`config.mk`:
```
export PLATFORM = sky130hd
export DESIGN_NAME = mem_host_arb
export DESIGN_NICKNAME = d
export VERILOG_FILES = /design/src/rtl/mem_host_arb_pkg.sv /design/src/rtl/mem_host_arb_rr.sv /design/src/rtl/mem_host_arb.sv
export SDC_FILE = /design/constraint.sdc
export NUM_CORES = 1
export LEC_CHECK = 0
export BUFFER_PORTS_ARGS = -buffer_cell sky130_fd_sc_hd__buf_2
export CAP_MARGIN = 15
export CELL_PAD_IN_SITES_DETAIL_PLACEMENT = 0
export CELL_PAD_IN_SITES_GLOBAL_PLACEMENT = 1
export CORE_AREA = 2 2 124 126
export DETAILED_ROUTE_END_ITERATION = 10
export DIE_AREA = 0 0 126 128
export PLACE_DENSITY_LB_ADDON = 0.2
export SLEW_MARGIN = 40
export SYNTH_ARGS = -nofsm -noshare
export SYNTH_HDL_FRONTEND = slang
export SYNTH_SLANG_ARGS = --single-unit
```
`constraint.sdc`:
```
create_clock -name clk_i -period 1.34 [get_ports clk_i]
set_input_delay 0.067 -clock clk_i [delete_from_list [all_inputs] [get_ports clk_i]]
set_output_delay 0.067 -clock clk_i [all_outputs]
set_load 0.01 [all_outputs]
```
`src/rtl/mem_host_arb_pkg.sv`:
```
// Shared types and helpers for the N-host SRAM arbiter.
//   arb_mode_e : fixed priority or round-robin selection
//   pend_t     : the single outstanding response slot (valid, host id, error)
//   in_window  : address decode against the SRAM window
package mem_host_arb_pkg;

  localparam int unsigned MaxHosts = 8;
  localparam int unsigned HostIdW  = 3;

  typedef enum logic {
    ArbFixed      = 1'b0,
    ArbRoundRobin = 1'b1
  } arb_mode_e;

  typedef struct packed {
    logic               valid;
    logic [HostIdW-1:0] id;
    logic               err;
  } pend_t;

  // size is a power of two, so masking off the offset bits leaves the window base.
  function automatic logic in_window(input logic [63:0] addr,
                                     input logic [63:0] start,
                                     input logic [63:0] size);
    return (addr & ~(size - 64'd1)) == start;
  endfunction

endpackage

```
`src/rtl/mem_host_arb_rr.sv`:
```
// Combinational host selector with a registered round-robin pointer.
//   clk_i, rst_ni : clock, async active-low reset
//   i_mode        : ArbFixed (lowest index wins) or ArbRoundRobin
//   i_req         : per-host request vector
//   o_gnt         : one-hot grant (zero when nobody requests)
//   o_idx         : index of the granted host
//   o_valid       : a host was granted this cycle
module mem_host_arb_rr
  import mem_host_arb_pkg::*;
#(
  parameter  int unsigned NumHosts = 2,
  localparam int unsigned IdxW     = (NumHosts > 1) ? $clog2(NumHosts) : 1
) (
  input  logic                clk_i,
  input  logic                rst_ni,
  input  arb_mode_e           i_mode,
  input  logic [NumHosts-1:0] i_req,
  output logic [NumHosts-1:0] o_gnt,
  output logic [IdxW-1:0]     o_idx,
  output logic                o_valid
);

  logic [IdxW-1:0] r_ptr;
  logic [IdxW:0]   w_cand;

  // Candidates are visited in priority order; in round-robin mode the order
  // starts just after the last winner and wraps (one subtraction suffices
  // because ptr + k + 1 < 2 * NumHosts).
  always_comb begin
    o_gnt   = '0;
    o_idx   = '0;
    o_valid = 1'b0;
    w_cand  = '0;
    for (int unsigned k = 0; k < NumHosts; k++) begin
      if (i_mode == ArbRoundRobin) begin
        w_cand = {1'b0, r_ptr} + (IdxW+1)'(k + 1);
        if (w_cand >= (IdxW+1)'(NumHosts)) begin
          w_cand = w_cand - (IdxW+1)'(NumHosts);
        end
      end else begin
        w_cand = (IdxW+1)'(k);
      end
      if (!o_valid && i_req[w_cand[IdxW-1:0]]) begin
        o_valid = 1'b1;
        o_idx   = w_cand[IdxW-1:0];
      end
    end
    if (o_valid) begin
      o_gnt[o_idx] = 1'b1;
    end
  end

  // Reset to the last host so host 0 is first in line.
  always_ff @(posedge clk_i or negedge rst_ni) begin
    if (!rst_ni) begin
      r_ptr <= IdxW'(NumHosts - 1);
    end else if (o_valid) begin
      r_ptr <= o_idx;
    end
  end

endmodule

```
`src/rtl/mem_host_arb.sv`:
```
// N-host to single-port SRAM arbiter with window decode and response routing.
//   clk_i, rst_ni           : clock, async active-low reset
//   host_req/we/be/addr/wdata_i : packed per-host OBI-style request channels
//   host_gnt_o              : same-cycle grant, one-hot or zero
//   host_rvalid/err/rdata_o : per-host response, one cycle after the grant
//   mem_req/we/be/addr/wdata_o : SRAM request (all zero unless an in-window winner)
//   mem_rvalid_i, mem_rdata_i  : SRAM response, fixed one-cycle latency
//   protocol_err_o          : sticky flag for an SRAM response nobody asked for
module mem_host_arb
  import mem_host_arb_pkg::*;
#(
  parameter  int unsigned          NumHosts  = 2,
  parameter  int unsigned          AddrWidth = 32,
  parameter  int unsigned          DataWidth = 32,
  parameter  logic [AddrWidth-1:0] MemStart  = '0,
  parameter  int unsigned          MemSize   = 65536,
  parameter  int unsigned          ArbMode   = 0,
  localparam int unsigned          BeW       = DataWidth / 8,
  localparam int unsigned          IdxW      = (NumHosts > 1) ? $clog2(NumHosts) : 1
) (
  input  logic                          clk_i,
  input  logic                          rst_ni,
  input  logic [NumHosts-1:0]           host_req_i,
  input  logic [NumHosts-1:0]           host_we_i,
  input  logic [NumHosts*BeW-1:0]       host_be_i,
  input  logic [NumHosts*AddrWidth-1:0] host_addr_i,
  input  logic [NumHosts*DataWidth-1:0] host_wdata_i,
  output logic [NumHosts-1:0]           host_gnt_o,
  output logic [NumHosts-1:0]           host_rvalid_o,
  output logic [NumHosts-1:0]           host_err_o,
  output logic [NumHosts*DataWidth-1:0] host_rdata_o,
  output logic                          mem_req_o,
  output logic                          mem_we_o,
  output logic [BeW-1:0]                mem_be_o,
  output logic [AddrWidth-1:0]          mem_addr_o,
  output logic [DataWidth-1:0]          mem_wdata_o,
  input  logic                          mem_rvalid_i,
  input  logic [DataWidth-1:0]          mem_rdata_i,
  output logic                          protocol_err_o
);

  arb_mode_e             w_mode;
  logic [NumHosts-1:0]   w_req;
  logic [NumHosts-1:0]   w_gnt;
  logic [IdxW-1:0]       w_idx;
  logic                  w_any;
  logic                  w_we;
  logic [BeW-1:0]        w_be;
  logic [AddrWidth-1:0]  w_addr;
  logic [DataWidth-1:0]  w_wdata;
  logic                  w_in_range;
  logic                  w_mem_go;
  pend_t                 r_pend;
  logic                  r_protocol_err;

  assign w_mode = (ArbMode == 1) ? ArbRoundRobin : ArbFixed;

  // Requests are masked while reset is held so grants and mem_* stay at zero.
  assign w_req = host_req_i & {NumHosts{rst_ni}};

  mem_host_arb_rr #(
    .NumHosts (NumHosts)
  ) u_rr (
    .clk_i   (clk_i),
    .rst_ni  (rst_ni),
    .i_mode  (w_mode),
    .i_req   (w_req),
    .o_gnt   (w_gnt),
    .o_idx   (w_idx),
    .o_valid (w_any)
  );

  always_comb begin
    w_we    = 1'b0;
    w_be    = '0;
    w_addr  = '0;
    w_wdata = '0;
    for (int h = 0; h < NumHosts; h++) begin
      if (w_gnt[h]) begin
        w_we    = host_we_i[h];
        w_be    = host_be_i[h*BeW +: BeW];
        w_addr  = host_addr_i[h*AddrWidth +: AddrWidth];
        w_wdata = host_wdata_i[h*DataWidth +: DataWidth];
      end
    end
  end

  assign w_in_range = in_window(64'(w_addr), 64'(MemStart), 64'(MemSize));
  // Out-of-window winners are still granted but never reach the SRAM.
  assign w_mem_go   = w_any & w_in_range;

  assign host_gnt_o  = w_gnt;
  assign mem_req_o   = w_mem_go;
  assign mem_we_o    = w_mem_go & w_we;
  assign mem_be_o    = w_mem_go ? w_be    : '0;
  assign mem_addr_o  = w_mem_go ? w_addr  : '0;
  assign mem_wdata_o = w_mem_go ? w_wdata : '0;

  // Latency is exactly one cycle, so a single slot is rewritten every cycle.
  always_ff @(posedge clk_i or negedge rst_ni) begin
    if (!rst_ni) begin
      r_pend         <= '0;
      r_protocol_err <= 1'b0;
    end else begin
      r_pend.valid <= w_any;
      r_pend.id    <= HostIdW'(w_idx);
      r_pend.err   <= ~w_in_range;
      if (mem_rvalid_i && !(r_pend.valid && !r_pend.err)) begin
        r_protocol_err <= 1'b1;
      end
    end
  end

  // Only the pending host sees data; error responses carry zero data.
  always_comb begin
    host_rvalid_o = '0;
    host_err_o    = '0;
    host_rdata_o  = '0;
    for (int h = 0; h < NumHosts; h++) begin
      if (r_pend.valid && (r_pend.id == HostIdW'(h))) begin
        host_rvalid_o[h] = 1'b1;
        host_err_o[h]    = r_pend.err;
        if (!r_pend.err) begin
          host_rdata_o[h*DataWidth +: DataWidth] = mem_rdata_i;
        end
      end
    end
  end

  assign protocol_err_o = r_protocol_err;

endmodule

```
Word-level counts from Yosys, hierarchy flattened
Cells that the tools add are included. Widths: inputs -> output; s select.

Bits in registers: 4. Bits in latches: 0. RAM bits: 0. Bits in read-only memories: 0. Bits of input ports: 175. Output and inout port bits: 141. Logic and storage cells: 45. Memories kept: 0.

$add $sub $neg: 0. Multiply operators: 0. Div/mod/pow operators: 0. Magnitude comparators: 2. Equal/unequal tests: 0. Shift operators: 0. Multiplexer cells: 24. Bitwise gates (word level): 4. Reductions and logical operators: 11.

Operator list (count): $mux 32 (9); $logic_not 64->1 (1); $mux 4 (3); $mux 1 (10); $logic_and 1x1->1 (6); $logic_not 1->1 (3); $logic_not 3->1 (1); $and 1x1->1 (2); $and 2x2->2 (1); $lt 1x2->1 const B (1); $mux 2 (1); $demux 1 s1 (1); $ge 1x1->1 const B (1); $not 1->1 (1).

Longest topological paths before layout
Gate-level depths: netlist of run 1.

Depth in word-level cells: 15. Depth in mapped cells: 5. Gate-level depth less buffers: 4.

Hierarchy
A second synthesis of run 1 with hierarchy kept.

Cell total of the unflattened synthesis: 295. Area, all modules: 2348.5 um2.

By module, submodules not included: mem_host_arb (times used 1, cells an instance 286, area an instance 2272.2 um2, seq. area each 100.1 um2); mem_host_arb_rr (times used 1, cells an instance 9, area an instance 76.3 um2, seq. area each 26.3 um2).

Worst setup path before layout of run 1
Ideal clock, no wire load.

Kind: input -> output. Start point: input host_addr_i[59]. End point: output mem_addr_o[0]. Arrival: 1125 ps. Required time: 1273 ps. Slack: 148 ps. Stages on the path: 4. Path buffers: 1. Cell sequence: nor4_2 -> nand4_4 -> buf_6 -> a211oi_2.

Cells in the longest elaborated chain, start to end: 4.

Ends and longest elaborated chain: from (decl) (RTL line mem_host_arb.sv:26) `input logic [NumHosts*AddrWidth-1:0] host_addr_i,`; $mux 32 (RTL line mem_host_arb.sv:79) `if (w_gnt[h]) begin`; $logic_not 64->1 (RTL line mem_host_arb_pkg.sv:25) `return (addr & ~(size - 64'd1)) == start;`; $and 1x1->1 (RTL line mem_host_arb.sv:90) `assign w_mem_go = w_any & w_in_range;`; $mux 32 (RTL line mem_host_arb.sv:96) `assign mem_addr_o = w_mem_go ? w_addr : '0;`; to (decl) (RTL line mem_host_arb.sv:35) `output logic [AddrWidth-1:0] mem_addr_o,`.

Every way passes these cells.

Worst setup path after layout of run 1
Start point: input host_addr_i[57]. End point: output mem_wdata_o[2].

Cells in the longest elaborated chain, start to end: 4.

Ends and longest elaborated chain: $mux 32 (RTL line mem_host_arb.sv:79); $logic_not 64->1 (RTL line mem_host_arb_pkg.sv:25); $and 1x1->1 (RTL line mem_host_arb.sv:90); $mux 32 (RTL line mem_host_arb.sv:97) `assign mem_wdata_o = w_mem_go ? w_wdata : '0;`; to (decl) (RTL line mem_host_arb.sv:36) `output logic [DataWidth-1:0] mem_wdata_o,`.

Every way passes these cells.

==> flow_summary.toml, run 1 <==
[drt]
drt_iter0_drc = 61
wl_met3_mm = 1.073
first_pass_iters = 4
drt-met1-wl_mm = 4.209
antenna_left = 0
highest_layer = "met4"
num_vias = 3373
wire_per_inst_um = 15.79
drt-total-wl_mm = 12.25
drcViolationCount = 0
routed_via_density = 4.347
wl_met2_mm = 6.863

[setup_path]
worst_setup_path_start_kind = "input pin"
regToRegSetupSlack_ps = 320
critPathMaxFanout = 11
endpoint_kind = "primary output"
critPathRequiredTime_ps = 1270
worstPathArrival_ps = 1390
critPathKind = "input pin to primary output"

[cells_and_area]
diodes = 0
layout.nets = 765
multi_input_area_um2 = 1802
finalNonFillerCells = 776
layout-drive-gt1-share = 0.6939
fillers = 1634
seqCellArea_um2 = 100.1
syn2layout_area_growth_pct = 113.3

[clock_tree]
numCtsBuffers = 3
clk_pin_slew_ps = 30
clock_latency_ps = 220
clk_root_buffer_cell = "clkbuf_16"
htree_levels = 1
clock_sinks = 4
cts_tree = "yes"
clk_path_buf_depth = 2

[synth]
ys_top_cells_by_area = "a211oi_2, a22oi_1, nor2_1"
synthArstFlopShare = 1.000
synth_seq_area_share = 0.04875
synth_ff_type = "dfrtp_1"
synthAdderAreaFrac = 0
synth_cell_types = 21
yosysMostFrequentCell = "nor2_1"
postSynthAreaPerCell_um2 = 7.154
synth_xor_area_frac = 0
ys_ff_latch = 4
yosys_warnings = 0
synth_area_leader_cell = "a211oi_2"
synth_cells = 287
synth_mux_area_frac = 0
synth_top_family_by_area = "compound AO/OA/AOI/OAI gates"
synth_common_cells = "nor2_1, a22oi_1, a211oi_2"
synth-edff-count = 0
yosysTopAreaCellShare = 0.2986
synth.cell_area_um2 = 2053
synthSimpleGateAreaFrac = 0.2511
synth_compound_area_frac = 0.5283

[grt]
grt_max_degree = 47
grt_usage = 0.1239
grt_pass1_wl_mm = 16.25
antenna_found_initial = 0
first_global_vias = 3176
grt.overflow.total = 0

[sta]
setup_ws_ps = -113.5
timing.final.crit_share = 1.085
rsz0062_at_grt = "true"
worst_clock_skew_ps = 0.1643
fmax_mhz = 688.0
fin_crit_ps = 1454
setup_viol = 54
worst_hold_slack_ps = 58.68
finalHoldViolCount = 0
drv_slew = 0

[placed_design]
dp_hpwl_mm = 8.149
portBuffers = 299
dp.cells = 756
pre_cts_ws_ps = -201.2
place_congestion = 0.7420

[outcome]
status = "finished with violations"
violations = "negative setup slack"

[power_and_ir_drop]
p_leak_nw = 2.288
p_total_mw = 1.753
ir_drop_mv = 0.2828
power_density_nw_per_um2 = 400.3

[die]
core_area_um2 = 14860
placementRows = 45
ios = 316
die_h_um = 128
initial_core_util = 0.1381
die_w_um = 126
dieArea_um2 = 16130

[worst_hold_path]
min_path_type = "input pin to register"

[job]
drv_cap = 0
-- power by group --
| group | leakage [nW] | internal, mW | switching, mW |
|---|---|---|---|
| clock network | 0.0370 | 0.381 | 0.0786 |
| registers | 0.0469 | 0.127 | 0.00359 |
| logic | 2.20 | 0.562 | 0.601 |
-- through the flow --
stage / setup TNS [ps] / area, um^2 / util
after CTS: -2756 / 4154 / 0.2795
final: -3894 / 4379 / 0.2946
after global routing: -7953 / 4379 / 0.2946
after detailed placement: -6405 / 3784 / 0.2545
after global placement: -5577 / 3784 / 0.2545
after floorplan: 0 / 2110 / -
-- logic make-up after synthesis --
logic type,after synthesis
compound gates,111
buf+inv,59
flops,4
other cells,1
simple gates,112
-- cells in the final DEF, fill, tap and decap left out, types with 2 or more instances in the layout --
cell,Yosys,final
buf_4,22,13
buf_12,0,9
a211oi_2,49,52
nor4_4,0,8
buf_16,0,5
nor2_1,66,64
a21o_1,2,2
buf_6,5,11
nor2_2,0,2
a22oi_1,53,53
inv_1,3,3
a211oi_4,0,2
clkbuf_16,0,8
nand2_1,35,34
buf_2,6,291
conb_1,1,16
dfrtp_1,4,4
-- worst paths after layout --
| path | start | to | cells past startpoint |
|---|---|---|---|
| max | host_addr_i[57] | mem_wdata_o[2] | 7 |
| min | mem_rvalid_i | protocol_err_o$_DFFE_PN0P_ | 2 |
| max reg2reg | r_pend[0]$_DFF_PN0_ | protocol_err_o$_DFFE_PN0P_ | 4 |
| min reg2reg | protocol_err_o$_DFFE_PN0P_ | protocol_err_o$_DFFE_PN0P_ | 1 |
| max in group asynchronous | rst_ni | protocol_err_o$_DFFE_PN0P_ | 3 |
| min in group asynchronous | rst_ni | r_pend[1]$_DFF_PN0_ | 3 |
-- sequential cells by signal, summed over array words and instances, names as in the netlist --
register        flops
r_pend              3
protocol_err_o      1
-- worst max-delay path: stages --
cell and delay (ps):
buf_6 100, nor4_4 340, nand4_4 140, buf_12 180, buf_6 160, a211oi_2 220
buf_2 160
-- area by class of cell --
cell class              instances  area share
multi-input cells             240      0.4114
inverters                       5    0.004857
repair buffers                336      0.4900
well taps                     188     0.05371
clock buffers                   3     0.01714
flip-flops and latches          4     0.02286
-- layer usage --
layer | vias up | track usage
li1 | 1635 | -
met1 | 1529 | 0.1216
met2 | 201 | 0.2587
met3 | 8 | 0.03422
met4 | 0 | 0.01875
met5 | - | 0
-- timing repair --
item | in CTS | in global routing
hold buffers | 1 | 0
setup endpoints to repair | 56 | 62
gates resized for setup | 26 | 9
endpoints found under the hold margin | 4 | 0
pin swaps | 16 | 40
gates cloned | 4 | 9
setup buffers | 2 | 1
(Power assumes the default switching activity.)
==> run 2: changes to the inputs <==
Settings changed: ABC_AREA set to 1.
==> run 2 against run 1 <==
Compared with the run above:
- the flow still finishes with violations (negative setup slack)
- first-iteration DRC count fell by 56%
- core utilization up 2.7 points
- clock power grew 4.4%
- clock-buffer cell count grew 1
- die area unchanged
- worst setup slack got worse by 47 ps
==> flow_summary.toml, run 2 <==
[outcome]
status = "finished with violations"
violations = "negative setup slack"

[cells_and_area]
seqCellArea_um2 = 101.3
layout-drive-gt1-share = 0.6379
largest-register = "r_pend"
largest_reg_flops = 3
layout_common_cells = "buf_2, inv_1, a22o_1, nand2_1, nor2_2"
layout_commonest_cell = "buf_2"
fillers = 1665
layout.nets = 883
multi_input_area_um2 = 1769
syn2layout_area_growth_pct = 118.5

[setup_path]
critPathRequiredTime_ps = 1270
endpoint_kind = "primary output"
worstPathArrival_ps = 1430
r2r_start = "r_pend[0]$_DFF_PN0_"
worst_setup_path_start_kind = "input pin"
r2r_end = "protocol_err_o$_DFFE_PN0P_"
critPathMaxFanout = 8
critPathKind = "input pin to primary output"
ff2ff_path_depth = 3
startpoint = "rst_ni"
regToRegSetupSlack_ps = 250

[clock_tree]
cts_tree = "yes"
numCtsBuffers = 3
clk_pin_slew_ps = 30
clk_path_buf_depth = 2
clock_sinks = 4
clock_latency_ps = 230
htree_levels = 1
clk_root_buffer_cell = "clkbuf_16"

[sta]
fmax_mhz = 666.4
setup_viol = 111
fin_setup_tns_ps = -10560
rsz0062_at_grt = "true"
setup_ws_ps = -160.6
drv_slew = 0
fin_crit_ps = 1501
finalHoldViolCount = 0
timing.final.crit_share = 1.120
worst_clock_skew_ps = 4.307

[worst_hold_path]
min_to = "r_pend[1]$_DFF_PN0_"
min_path_cells = 2
min_path_type = "input pin to register"
worstHoldStart = "host_req_i[0]"

[placed_design]
dp_hpwl_mm = 9.041
place_congestion = 0.7683
pre_cts_ws_ps = -340.4
portBuffers = 299

[die]
die_h_um = 128
initial_core_util = 0.1471
ios = 316
dieArea_um2 = 16130
core_area_um2 = 14860
placementRows = 45
die_w_um = 126

[drt]
drcViolationCount = 0
drt-total-wl_mm = 11.22
drt_iter0_drc = 27
first_pass_iters = 4
num_vias = 3646
routed_via_density = 4.069
wire_per_inst_um = 12.52
antenna_left = 0

[synth]
synth_ff_type = "dfrtp_1"
synth_cells = 391
synth.cell_area_um2 = 2186
synth_area_leader_cell = "a22o_1"
postSynthAreaPerCell_um2 = 5.590
yosysTopAreaCellShare = 0.2124
synth_common_cells = "inv_1, nor3_1, a22o_1"
yosys_warnings = 0
synth_seq_area_share = 0.04579
ys_top_cells_by_area = "a22o_1, inv_1, nor2_2"
synthArstFlopShare = 1.000
yosysMostFrequentCell = "inv_1"
ys_ff_latch = 4
synth-edff-count = 0
synth_cell_types = 18

[grt]
grt_usage = 0.1263
grt.overflow.total = 0
antenna_found_initial = 3
first_global_vias = 3527
grt_max_degree = 36
grt_pass1_wl_mm = 16.82

[power_and_ir_drop]
power_density_nw_per_um2 = 352.5
p_leak_nw = 2.675
ir_drop_mv = 0.3293

[job]
drv_cap = 0
==> run 2: cell count changes after synthesis, sizes merged, moves of 7 or more <==
cell and change:
clkbuf -7, nand2 +18, a22o +53, a211oi -54, nor3 +64, inv +89, nor4 -8, a22oi -53
==> run 2: worst max-delay path by stage <==
stage / end
2_1_floorplan: host_rdata_o[22]
3_5_place_dp: mem_addr_o[5]
5_1_grt: mem_addr_o[14]
3_3_place_gp: mem_addr_o[5]
4_1_cts: mem_be_o[1]
6_report: mem_addr_o[14]
==> run 2: cells by family after synthesis <==
family                 Yosys count  share of synthesized area
and+or+nand+nor                190                     0.4356
AOI/OAI and AO/OA               54                     0.2147
DFF                              4                    0.04579
buffers and inverters          142                     0.3022
other                            1                   0.001716
==> run 2: timing repair <==
action / in CTS / in global routing
gates cloned: 8 / 1
pin swaps: 14 / 7
resized for setup: 89 / 16
endpoints found under the hold margin: 4 / 0
endpoints found under the setup margin: 98 / 122
setup buffers: 14 / 2
hold buffers: 1 / 0
==> run 2: area by class of cell <==
cell class	instances	area share
timing repair buffer	343	0.4639
inverter	93	0.07569
clock buffer	4	0.01650
multi-input combinational	261	0.3704
sequential	4	0.02122
timing repair inverter	2	0.002619
tap	188	0.04924
antenna	1	0.0005238
==> run 2: critical path, cell delays in order <==
cell,delay [ps]
buf_12,120
nand2_8,90
inv_4,60
nand2_1,60
nand2_1,60
nor2_2,120
nand2_2,80
nor2_4,140
nand3_4,90
buf_12,160
clkbuf_16,160
nor2_2,70
buf_2,130
==> run 2: metal layers <==
layer | track usage | up-vias | wire [um]
li1 | - | 1838 | -
met1 | 0.1192 | 1592 | 3633
met2 | 0.2634 | 198 | 6167
met3 | 0.04048 | 14 | 1261
met4 | 0.02327 | 4 | 126
met5 | 0 | - | 27
==> run 2: power by group <==
group          total, mW  internal, mW  leakage, nW  switching [mW]
Sequential         0.135         0.127       0.0428         0.00863
Combinational       1.07         0.546         2.59           0.523
Clock              0.479         0.393       0.0382          0.0864
==> run 2: metrics by stage <==
stage                     power (mW)  std cells  utilization  hold WS, ps  cell area [um^2]
final                          1.684        896       0.3214        89.93              4777
after global routing           1.805        895       0.3212        95.29              4775
after CTS                      1.660        892       0.3141        86.38              4668
after detailed placement      0.9425        866       0.2646        11.41              3934
after global placement        0.9449        866       0.2646        9.252              3934
after floorplan               0.5746        406            -       -228.6              2242
